[config.mk]
export PLATFORM = sky130hd
export DESIGN_NAME = valid_beat_counter
export DESIGN_NICKNAME = d
export VERILOG_FILES = /design/src/rtl/valid_beat_counter.sv
export VERILOG_INCLUDE_DIRS = /design/src /design/src/rtl
export SDC_FILE = /design/constraint.sdc
export NUM_CORES = 1
export LEC_CHECK = 0
export ABC_AREA = 1
export CAP_MARGIN = 10
export CORE_ASPECT_RATIO = 1.75
export CORE_MARGIN = 3
export CORE_UTILIZATION = 50
export DETAILED_ROUTE_END_ITERATION = 16
export PLACE_DENSITY = 0.76
export SYNTH_ARGS = -nofsm -noshare
export SYNTH_HDL_FRONTEND = slang
export SYNTH_SLANG_ARGS = --single-unit
[constraint.sdc]
create_clock -name CLK -period 3.86 [get_ports CLK]
set_clock_uncertainty 0.05 [all_clocks]
set_input_delay 0.579 -clock CLK [delete_from_list [all_inputs] [get_ports CLK]]
set_output_delay 0.579 -clock CLK [all_outputs]
set_load 0.05 [all_outputs]
[src/rtl/valid_beat_counter_pkg.sv]
// Shared control constants for valid_beat_counter: FSM state encodings.
// The include guard allows several files to pull this in safely.
`ifndef VALID_BEAT_COUNTER_PKG_SV
`define VALID_BEAT_COUNTER_PKG_SV

package valid_beat_counter_pkg;

  // FSM states of the beat counter; encodings are fixed and shared.
  typedef enum logic [1:0] {
    ST_IDLE   = 2'd0,
    ST_COUNT  = 2'd1,
    ST_FINISH = 2'd2
  } vbc_state_e;

endpackage

`endif

[src/rtl/valid_beat_counter.sv]
// valid_beat_counter: counts valid beats on DIN until a latched target is
// reached, then pulses DONE for one cycle. The FSM and counter are inline.
// Optional feature: define VALID_BEAT_COUNTER_ABORT_EN to add the ABORT input,
// which cancels a run in progress without asserting DONE.
`include "valid_beat_counter_pkg.sv"

module valid_beat_counter
  import valid_beat_counter_pkg::*;
#(
  parameter int COUNT_W = 16
) (
  input  logic               CLK,
  input  logic               RESET,
  input  logic               START,
  input  logic [COUNT_W-1:0] TARGET,
  input  logic               DIN,
`ifdef VALID_BEAT_COUNTER_ABORT_EN
  input  logic               ABORT,
`endif
  output logic               BUSY,
  output logic [COUNT_W-1:0] COUNT,
  output logic               DONE
);

  localparam logic [COUNT_W-1:0] CNT_ZERO = {COUNT_W{1'b0}};
  localparam logic [COUNT_W-1:0] CNT_ONE  = COUNT_W'(1);

  vbc_state_e         state_q,  state_d;
  logic [COUNT_W-1:0] count_q,  count_d;
  logic [COUNT_W-1:0] target_q, target_d;
  logic               busy_q,   busy_d;
  logic               done_q,   done_d;
  logic               last_beat_s;

  // The incoming beat is the final one when the count is one short of target.
  always_comb begin
    last_beat_s = (count_q == (target_q - CNT_ONE));
  end

  // Next-state logic: BUSY and DONE are derived from the next state so that
  // they come out of flops aligned with the registered state.
  always_comb begin
    state_d  = state_q;
    count_d  = count_q;
    target_d = target_q;
    busy_d   = 1'b0;
    done_d   = 1'b0;
    case (state_q)
      ST_IDLE: begin
        // DIN is deliberately not looked at here, even alongside START.
        if (START) begin
          target_d = TARGET;
          count_d  = CNT_ZERO;
          if (TARGET == CNT_ZERO) begin
            state_d = ST_FINISH;
            done_d  = 1'b1;
          end else begin
            state_d = ST_COUNT;
            busy_d  = 1'b1;
          end
        end else begin
          state_d = ST_IDLE;
        end
      end
      ST_COUNT: begin
`ifdef VALID_BEAT_COUNTER_ABORT_EN
        // Abort beats a coincident final beat; the count is frozen.
        if (ABORT) begin
          state_d = ST_IDLE;
        end else
`endif
        if (DIN) begin
          count_d = count_q + CNT_ONE;
          if (last_beat_s) begin
            state_d = ST_FINISH;
            done_d  = 1'b1;
          end else begin
            state_d = ST_COUNT;
            busy_d  = 1'b1;
          end
        end else begin
          state_d = ST_COUNT;
          busy_d  = 1'b1;
        end
      end
      ST_FINISH: begin
        // One-cycle completion state; DIN and START are ignored.
        state_d = ST_IDLE;
      end
      default: begin
        // Unreachable encoding: recover to idle with a cleared run.
        state_d  = ST_IDLE;
        count_d  = CNT_ZERO;
        target_d = CNT_ZERO;
      end
    endcase
  end

  // State and output registers with synchronous active-high reset.
  always_ff @(posedge CLK) begin
    if (RESET) begin
      state_q  <= ST_IDLE;
      count_q  <= CNT_ZERO;
      target_q <= CNT_ZERO;
      busy_q   <= 1'b0;
      done_q   <= 1'b0;
    end else begin
      state_q  <= state_d;
      count_q  <= count_d;
      target_q <= target_d;
      busy_q   <= busy_d;
      done_q   <= done_d;
    end
  end

  assign BUSY  = busy_q;
  assign COUNT = count_q;
  assign DONE  = done_q;

endmodule

==> impl_metrics.tcl, run 1 <==
set metrics [dict create \
    sw_frac_of_total 0.316 \
    die_height_um 94.5 \
    cpMaxStageDelayCell "clkdlybuf4s50_1" \
    status "completed" \
    core_outline_area_um2 4230 \
    initial_standard_cell_utilization_of_the_core 0.529 \
    htree_num_levels 2 \
    seq_area_um2 681 \
    cts.repair_timing.setup_buffer_count 0 \
    critical_path.max_fanout 20 \
    slowest_delay_ns 0.94 \
    reg2reg_depth 8 \
    antenna_violating_nets_post_route 0 \
    layout_worst_path_cycle_share 0.604 \
    place.gp.congestion 0.841 \
    netlist_top_cells_area "dfxtp_1 30%, inv_1 13%, nand2_1 13%" \
    dpl.hpwl_um 4110 \
    fin_setup_tns_ns 0 \
    reg2reg_launch_point "state_q[0]$_SDFF_PP0_" \
    grt_start_max_net_pins 21 \
    synth-adder-area-share 0.0280 \
    root_cell_of_the_clock_tree "clkbuf_8" \
    max-vdd-ir-drop_uv 283 \
    tritoncts.num_buffers 5 \
    global_route.usage.met1 0.219 \
    powerDensity_nw_per_um2 315 \
    synth_top_area_share 0.304 \
    criticalPathCategory "in -> reg" \
    synth_xor_area_frac 0.0509 \
    post_route_cells_drive_above_1_share 0.0660 \
    dieArea_um2 5340 \
    critPathTopFamily "buffers and inverters" \
    design.portCount 38 \
    tmin_final_ns 2.33 \
    via_count 2190 \
    final.fill_count 395 \
    leakagePower_nw 1.26 \
    end_kind "register" \
    final_area_um2 2740 \
    clock_power_share 0.315 \
    seq_cells_post_synth 34 \
    ctsHoldBuffers 0 \
    routed_wirelength_um 5020 \
    detailed_place.area_um2 2650 \
    grt_pass1_vias 1971 \
    synth_seq_area_share 0.304 \
    worst_skew_pair.late_latency_ns 0.28 \
    min_delay_worst_endpoint "COUNT[4]$_SDFFE_PP0P_" \
    gr-total-overflow 0 \
    cell_chain_of_the_critical_path "clkdlybuf4s50_1 -> o21bai_1 -> inv_1 -> o21ai_0 -> a21oi_1" \
    final.setup.worst_slack_ns 1.53 \
    grt_use_met3 0.0383 \
    wl_per_cell_um 11.3 \
    place.port_buffers 37 \
    timing.critical_path.from_type "input pin" \
    setup.reg_to_reg.worst_slack_ns 1.69 \
    grt_first_pass_wirelength_um 8490 \
    insertedDiodeCount 0 \
    max_slew_margin 0.373 \
    int_pwr_w 0.000592 \
    antenna_found_initial 0 \
    cts_tree "done" \
    muxShareOfSynthArea 0 \
    final_hold_viol_count 0 \
    remaining_drc_errors 0 \
    timing.critical_path.buf_inv 2 \
    drt-pass1-iter-count 5 \
    synth_area_per_cell_um2 6.32 \
    cts.clk_slew.worst_paths_ns 0.07 \
    synth_top_cell_by_area "dfxtp_1" \
    drt_first_iter_violations 73 \
    maximum_buffer_depth_of_the_clock_tree 2 \
    post-place-ws_ns 1.26 \
    synth_compound_area_frac 0.100 \
    worstHoldPathType "reg -> reg" \
    globalRoute.busiestLayer "met2" \
    pwr-share-comb 0.254 \
    chipWidth_um 56.6 \
    dominant_combinational_cell_family_by_area_after_synthesis "simple AND/OR/NAND/NOR gates" \
    synthesis.instances 354 \
    areaGrowthSynthToFinish_pct 22.7 \
    postSynthNetCount 379 \
    timing.hold.worst_path_depth 2 \
    final_core_util 0.649 \
    post_synth_cell_types 31 \
    rsz0062_at_grt "false" \
    yosys_warnings 0 \
    grt_use_met2 0.370 \
    power.net_switching_w 0.000273 \
    r2r-end "COUNT[7]$_SDFFE_PP0P_" \
    maxSlewViolCount 0 \
    multi_input_area_um2 1230 \
    worst_hold_startpoint "COUNT[4]$_SDFFE_PP0P_" \
    final_nets 418 \
    max_cap_violations 0 \
    clkSinkCount 34 \
    cp.arrival_ns 2.45 \
    max_slew.worst_pin.slew_ns 0.938 \
    vias_per_cell 4.94 \
    post_synthesis_cell_area_um2 2240 \
    grtUsageTotal 0.200 \
    whs_ns 0.465 \
    synth-simple-area-share 0.370 \
    power_share_of_the_sequential_group 0.432 \
    setup_violations 0 \
    worst_ep_required_time_ns 3.98 \
    floorplan.rows 31 \
    cts_resized 0 \
    fmax_mhz 429 \
]
==> synthesized netlist by cell type (all sizes together) <==
| master | number |
|---|---|
| nor3 | 8 |
| o22ai | 16 |
| inv | 81 |
| a22oi | 1 |
| nand3b | 3 |
| xnor2 | 2 |
| nor3b | 4 |
| nor4 | 2 |
| nor2 | 49 |
| xor2 | 11 |
| o21ai | 5 |
| a21oi | 14 |
| buf | 1 |
| o21bai | 1 |
| a31oi | 1 |
| clkbuf | 5 |
| o21a | 1 |
| dfxtp | 34 |
| nand3 | 21 |
| ha | 5 |
| nand4 | 8 |
| or2 | 3 |
| nand2 | 78 |
==> state kept, by name, indices dropped and copies added, names as in the netlist <==
| name | flops |
|---|---|
| COUNT | 16 |
| target_q | 16 |
| DONE | 1 |
| state_q | 1 |
==> cell type report <==
class	count	share of cell area
clock buffer	7	0.0315
clock inverter	1	0.00182
inverter	81	0.111
multi-input combinational	233	0.448
sequential	34	0.248
tap	49	0.0224
timing repair buffer	38	0.138
==> cell families after synthesis <==
group / Yosys count
simple gates: 176
buf+inv: 87
compound gates: 39
flops: 34
xor+xnor: 13
fa+ha+maj: 5
==> power by group through the flow <==
stage,clock network [W],logic (W),registers (W)
2_1_floorplan,0,0.000155,0.000385
3_3_place_gp,0,0.000214,0.000380
3_5_place_dp,0,0.000219,0.000381
4_1_cts,0.000277,0.000219,0.000373
5_1_grt,0.000291,0.000250,0.000374
6_report,0.000272,0.000219,0.000373
==> through the flow <==
stage	cells	power, W
floorplan	354	0.000540
global placement	435	0.000595
detailed placement	435	0.000599
CTS	443	0.000869
global route	443	0.000915
finish	443	0.000864
==> layer usage <==
| layer | share of wire | vias to the layer above |
|---|---|---|
| met3 | 0.029 | 8 |
| met2 | 0.52 | 41 |
| li1 | - | 1178 |
| met4 | 0.021 | 0 |
| met1 | 0.43 | 963 |
| met5 | 0 | - |
==> tightest hold or removal path, cell delays in order (launching register included) <==
cell and delay, ns:
dfxtp_1 0.33, inv_1 0.08, a21oi_1 0.06
==> placed cells by master (no fill, tap or decap), drive strengths merged, types with 7 or more instances in the layout <==
| master | synthesis | routed |
|---|---|---|
| clkbuf | 5 | 7 |
| nand2 | 78 | 78 |
| nor2 | 49 | 49 |
| nand3 | 21 | 21 |
| nor3 | 8 | 8 |
| xor2 | 11 | 11 |
| o22ai | 16 | 16 |
| a21oi | 14 | 14 |
| dfxtp | 34 | 34 |
| clkdlybuf4s50 | 0 | 37 |
| nand4 | 8 | 8 |
| inv | 81 | 81 |
==> worst max-delay path by stage <==
stage | depth (start not counted) | startpoint | slack, ns | endpoint
6_report | 5 | RESET | 1.53 | COUNT[7]$_SDFFE_PP0P_
5_1_grt | 5 | RESET | 1.38 | COUNT[7]$_SDFFE_PP0P_
4_1_cts | 5 | RESET | 1.56 | COUNT[7]$_SDFFE_PP0P_
3_5_place_dp | 5 | RESET | 1.26 | COUNT[7]$_SDFFE_PP0P_
3_3_place_gp | 5 | RESET | 1.29 | COUNT[4]$_SDFFE_PP0P_
2_1_floorplan | 12 | state_q[0]$_SDFF_PP0_ | 1.67 | COUNT[14]$_SDFFE_PP0P_
Note: power is estimated with default switching activity, not from simulation.
==> inputs of run 2 (changes only) <==
--- a/config.mk
+++ b/config.mk
@@ -10,7 +10,7 @@
 export CAP_MARGIN = 10
 export CORE_ASPECT_RATIO = 1.75
 export CORE_MARGIN = 3
-export CORE_UTILIZATION = 50
+export CORE_UTILIZATION = 48
 export DETAILED_ROUTE_END_ITERATION = 16
 export PLACE_DENSITY = 0.76
 export SYNTH_ARGS = -nofsm -noshare
==> constraint.sdc (replaced) <==
create_clock -name CLK -period 1.85 [get_ports CLK]
set_clock_uncertainty 0.05 [all_clocks]
set_input_delay 0.2775 -clock CLK [delete_from_list [all_inputs] [get_ports CLK]]
set_output_delay 0.2775 -clock CLK [all_outputs]
set_load 0.05 [all_outputs]
==> run 2 against run 1 <==
Against the previous run:
- sequential share of layout area decreased by 1.7 points
- combinational power increased by 140%
- total power increased by 130%
- utilization increased by 2.6 points
- design area increased by 9.4%
- via count increased by 7.4%
- sequential power increased by 110%
- first-iteration DRC count decreased by 21%
- flip-flop and latch count unchanged
- die area increased by 3.8%
==> impl_metrics.tcl, run 2 (synthesis results as in run 1) <==
set metrics [dict create \
    chipWidth_um 57.6 \
    design.portCount 38 \
    cp_common_cell "inv_2" \
    areaGrowthSynthToFinish_pct 34.1 \
    leading_cell_type_in_the_layout_fill_and_taps_excluded "nand2_1" \
    via_count 2351 \
    grtUsageTotal 0.207 \
    grt_first_pass_wirelength_um 8920 \
    root_cell_of_the_clock_tree "clkbuf_8" \
    routed_wirelength_um 5460 \
    place.port_buffers 37 \
    timing.critical_path.buf_inv 3 \
    drt_first_iter_violations 58 \
    die_height_um 96.3 \
    worst_ep_required_time_ns 1.99 \
    grt_pass1_vias 2180 \
    cts.clk_slew.worst_paths_ns 0.07 \
    htree_num_levels 2 \
    final_hold_viol_count 0 \
    wl_per_cell_um 11.7 \
    criticalPathCategory "reg -> reg" \
    antenna_found_initial 0 \
    critPathTopFamily "simple AND/OR/NAND/NOR gates" \
    place.gp.congestion 0.836 \
    tmin_final_ns 1.83 \
    whs_ns 0.459 \
    cell_chain_of_the_critical_path "inv_2 -> ha_2 -> inv_2 -> nand3_4 -> nor2_4 -> inv_2 -> nor3_4 -> nand3_2 -> nor2_4 -> nand2_1 -> nor2_1 -> nor3b_2" \
    setup_violations 0 \
    dieArea_um2 5550 \
    max-vdd-ir-drop_uv 530 \
    grt_start_max_net_pins 20 \
    max_slew_margin 0.674 \
    vias_per_cell 5.01 \
    worstHoldPathType "reg -> reg" \
    antenna_violating_nets_post_route 0 \
    insertedDiodeCount 0 \
    fin_setup_tns_ns 0 \
    slowest_delay_ns 0.36 \
    status "completed" \
    post_route_cells_drive_above_1_share 0.225 \
    end_kind "register" \
    tritoncts.num_buffers 5 \
    dpl.hpwl_um 4320 \
    initial_standard_cell_utilization_of_the_core 0.503 \
    maxSlewViolCount 0 \
    max_slew.worst_pin.slew_ns 0.487 \
    worst_skew_pair.late_latency_ns 0.29 \
    final_nets 442 \
    cpMaxStageDelayCell "dfxtp_4" \
    total_power_w 0.00199 \
    layout_worst_path_cycle_share 0.989 \
    max_cap_violations 0 \
    gr-total-overflow 0 \
    floorplan.rows 32 \
    layout.cells.most_common_list "75 x nand2_1, 74 x inv_1, 41 x buf_4" \
    powerDensity_nw_per_um2 663 \
    leakagePower_nw 1.43 \
    ctsHoldBuffers 0 \
    timing.critical_path.from_type "register" \
    rsz0062_at_grt "true" \
    cp.arrival_ns 1.97 \
    remaining_drc_errors 0 \
    fmax_mhz 547 \
    drt-pass1-iter-count 4 \
    clkSinkCount 34 \
    critical_path.max_fanout 6 \
    cts_tree "done" \
    maximum_buffer_depth_of_the_clock_tree 2 \
    core_outline_area_um2 4440 \
]
-- run 2: worst reg2reg max path: cells and delay by family (launching register included) --
kind	cells	cell delay, ns
adder cells (fa/ha/maj)	1	0.17
buffers and inverters	3	0.18
AND/OR/NAND/NOR	8	0.97
flip-flops	1	0.36
-- run 2: worst paths after layout --
path | from | endpoint | slack [ns] | cells after the start
worst max-delay path | state_q[0]$_SDFF_PP0_ | COUNT[14]$_SDFFE_PP0P_ | 0.02 | 12
worst min-delay path | COUNT[1]$_SDFFE_PP0P_ | COUNT[1]$_SDFFE_PP0P_ | 0.46 | 2
worst min register to register | COUNT[1]$_SDFFE_PP0P_ | COUNT[1]$_SDFFE_PP0P_ | 0.46 | 2
worst max register to register | state_q[0]$_SDFF_PP0_ | COUNT[14]$_SDFFE_PP0P_ | 0.02 | 12
-- run 2: routing by layer --
metal  up-vias  global-route usage  wire length, um  part of all wire
met5         -                   0                0                 0
met1      1063               0.224             2230              0.41
li1       1230                   -                -                 -
met4         0               0.132              227             0.042
met2        40               0.361             2860              0.52
met3        18              0.0403              149             0.027
-- run 2: area by class of cell --
class / count / area [um2]
Inverter: 81 / 304
Timing Repair Buffer: 62 / 518
Clock inverter: 1 / 30.0
Fill cell: 398 / 1450
Tap cell: 51 / 63.8
Multi-Input combinational cell: 233 / 1310
Sequential cell: 34 / 694
Clock buffer: 7 / 76.3
-- run 2: power by group --
| part | internal, W | leakage [nW] | total, W | switching, W |
|---|---|---|---|---|
| registers | 0.000754 | 0.280 | 0.000778 | 0.0000240 |
| clock network | 0.000403 | 0.0524 | 0.000677 | 0.000274 |
| logic | 0.000227 | 1.10 | 0.000534 | 0.000307 |
| total | 0.00138 | 1.43 | 0.00199 | 0.000605 |
-- run 2: what timing repair did --
action	4_1_cts	5_1_grt
resized for setup	4	19
endpoints found under the setup margin	2	5
buffers inserted	0	3
pin swaps	1	9
-- run 2: through the flow --
stage          setup slack [ns]  cell area [um2]   util  instances
5_1_grt                 -0.0980             3000  0.675        469
3_3_place_gp             -0.155             2790  0.628        458
6_report                 0.0209             3000  0.675        469
2_1_floorplan           -0.0305             2260      -        354
3_5_place_dp             -0.187             2790  0.628        458
4_1_cts                  0.0210             2910  0.655        466
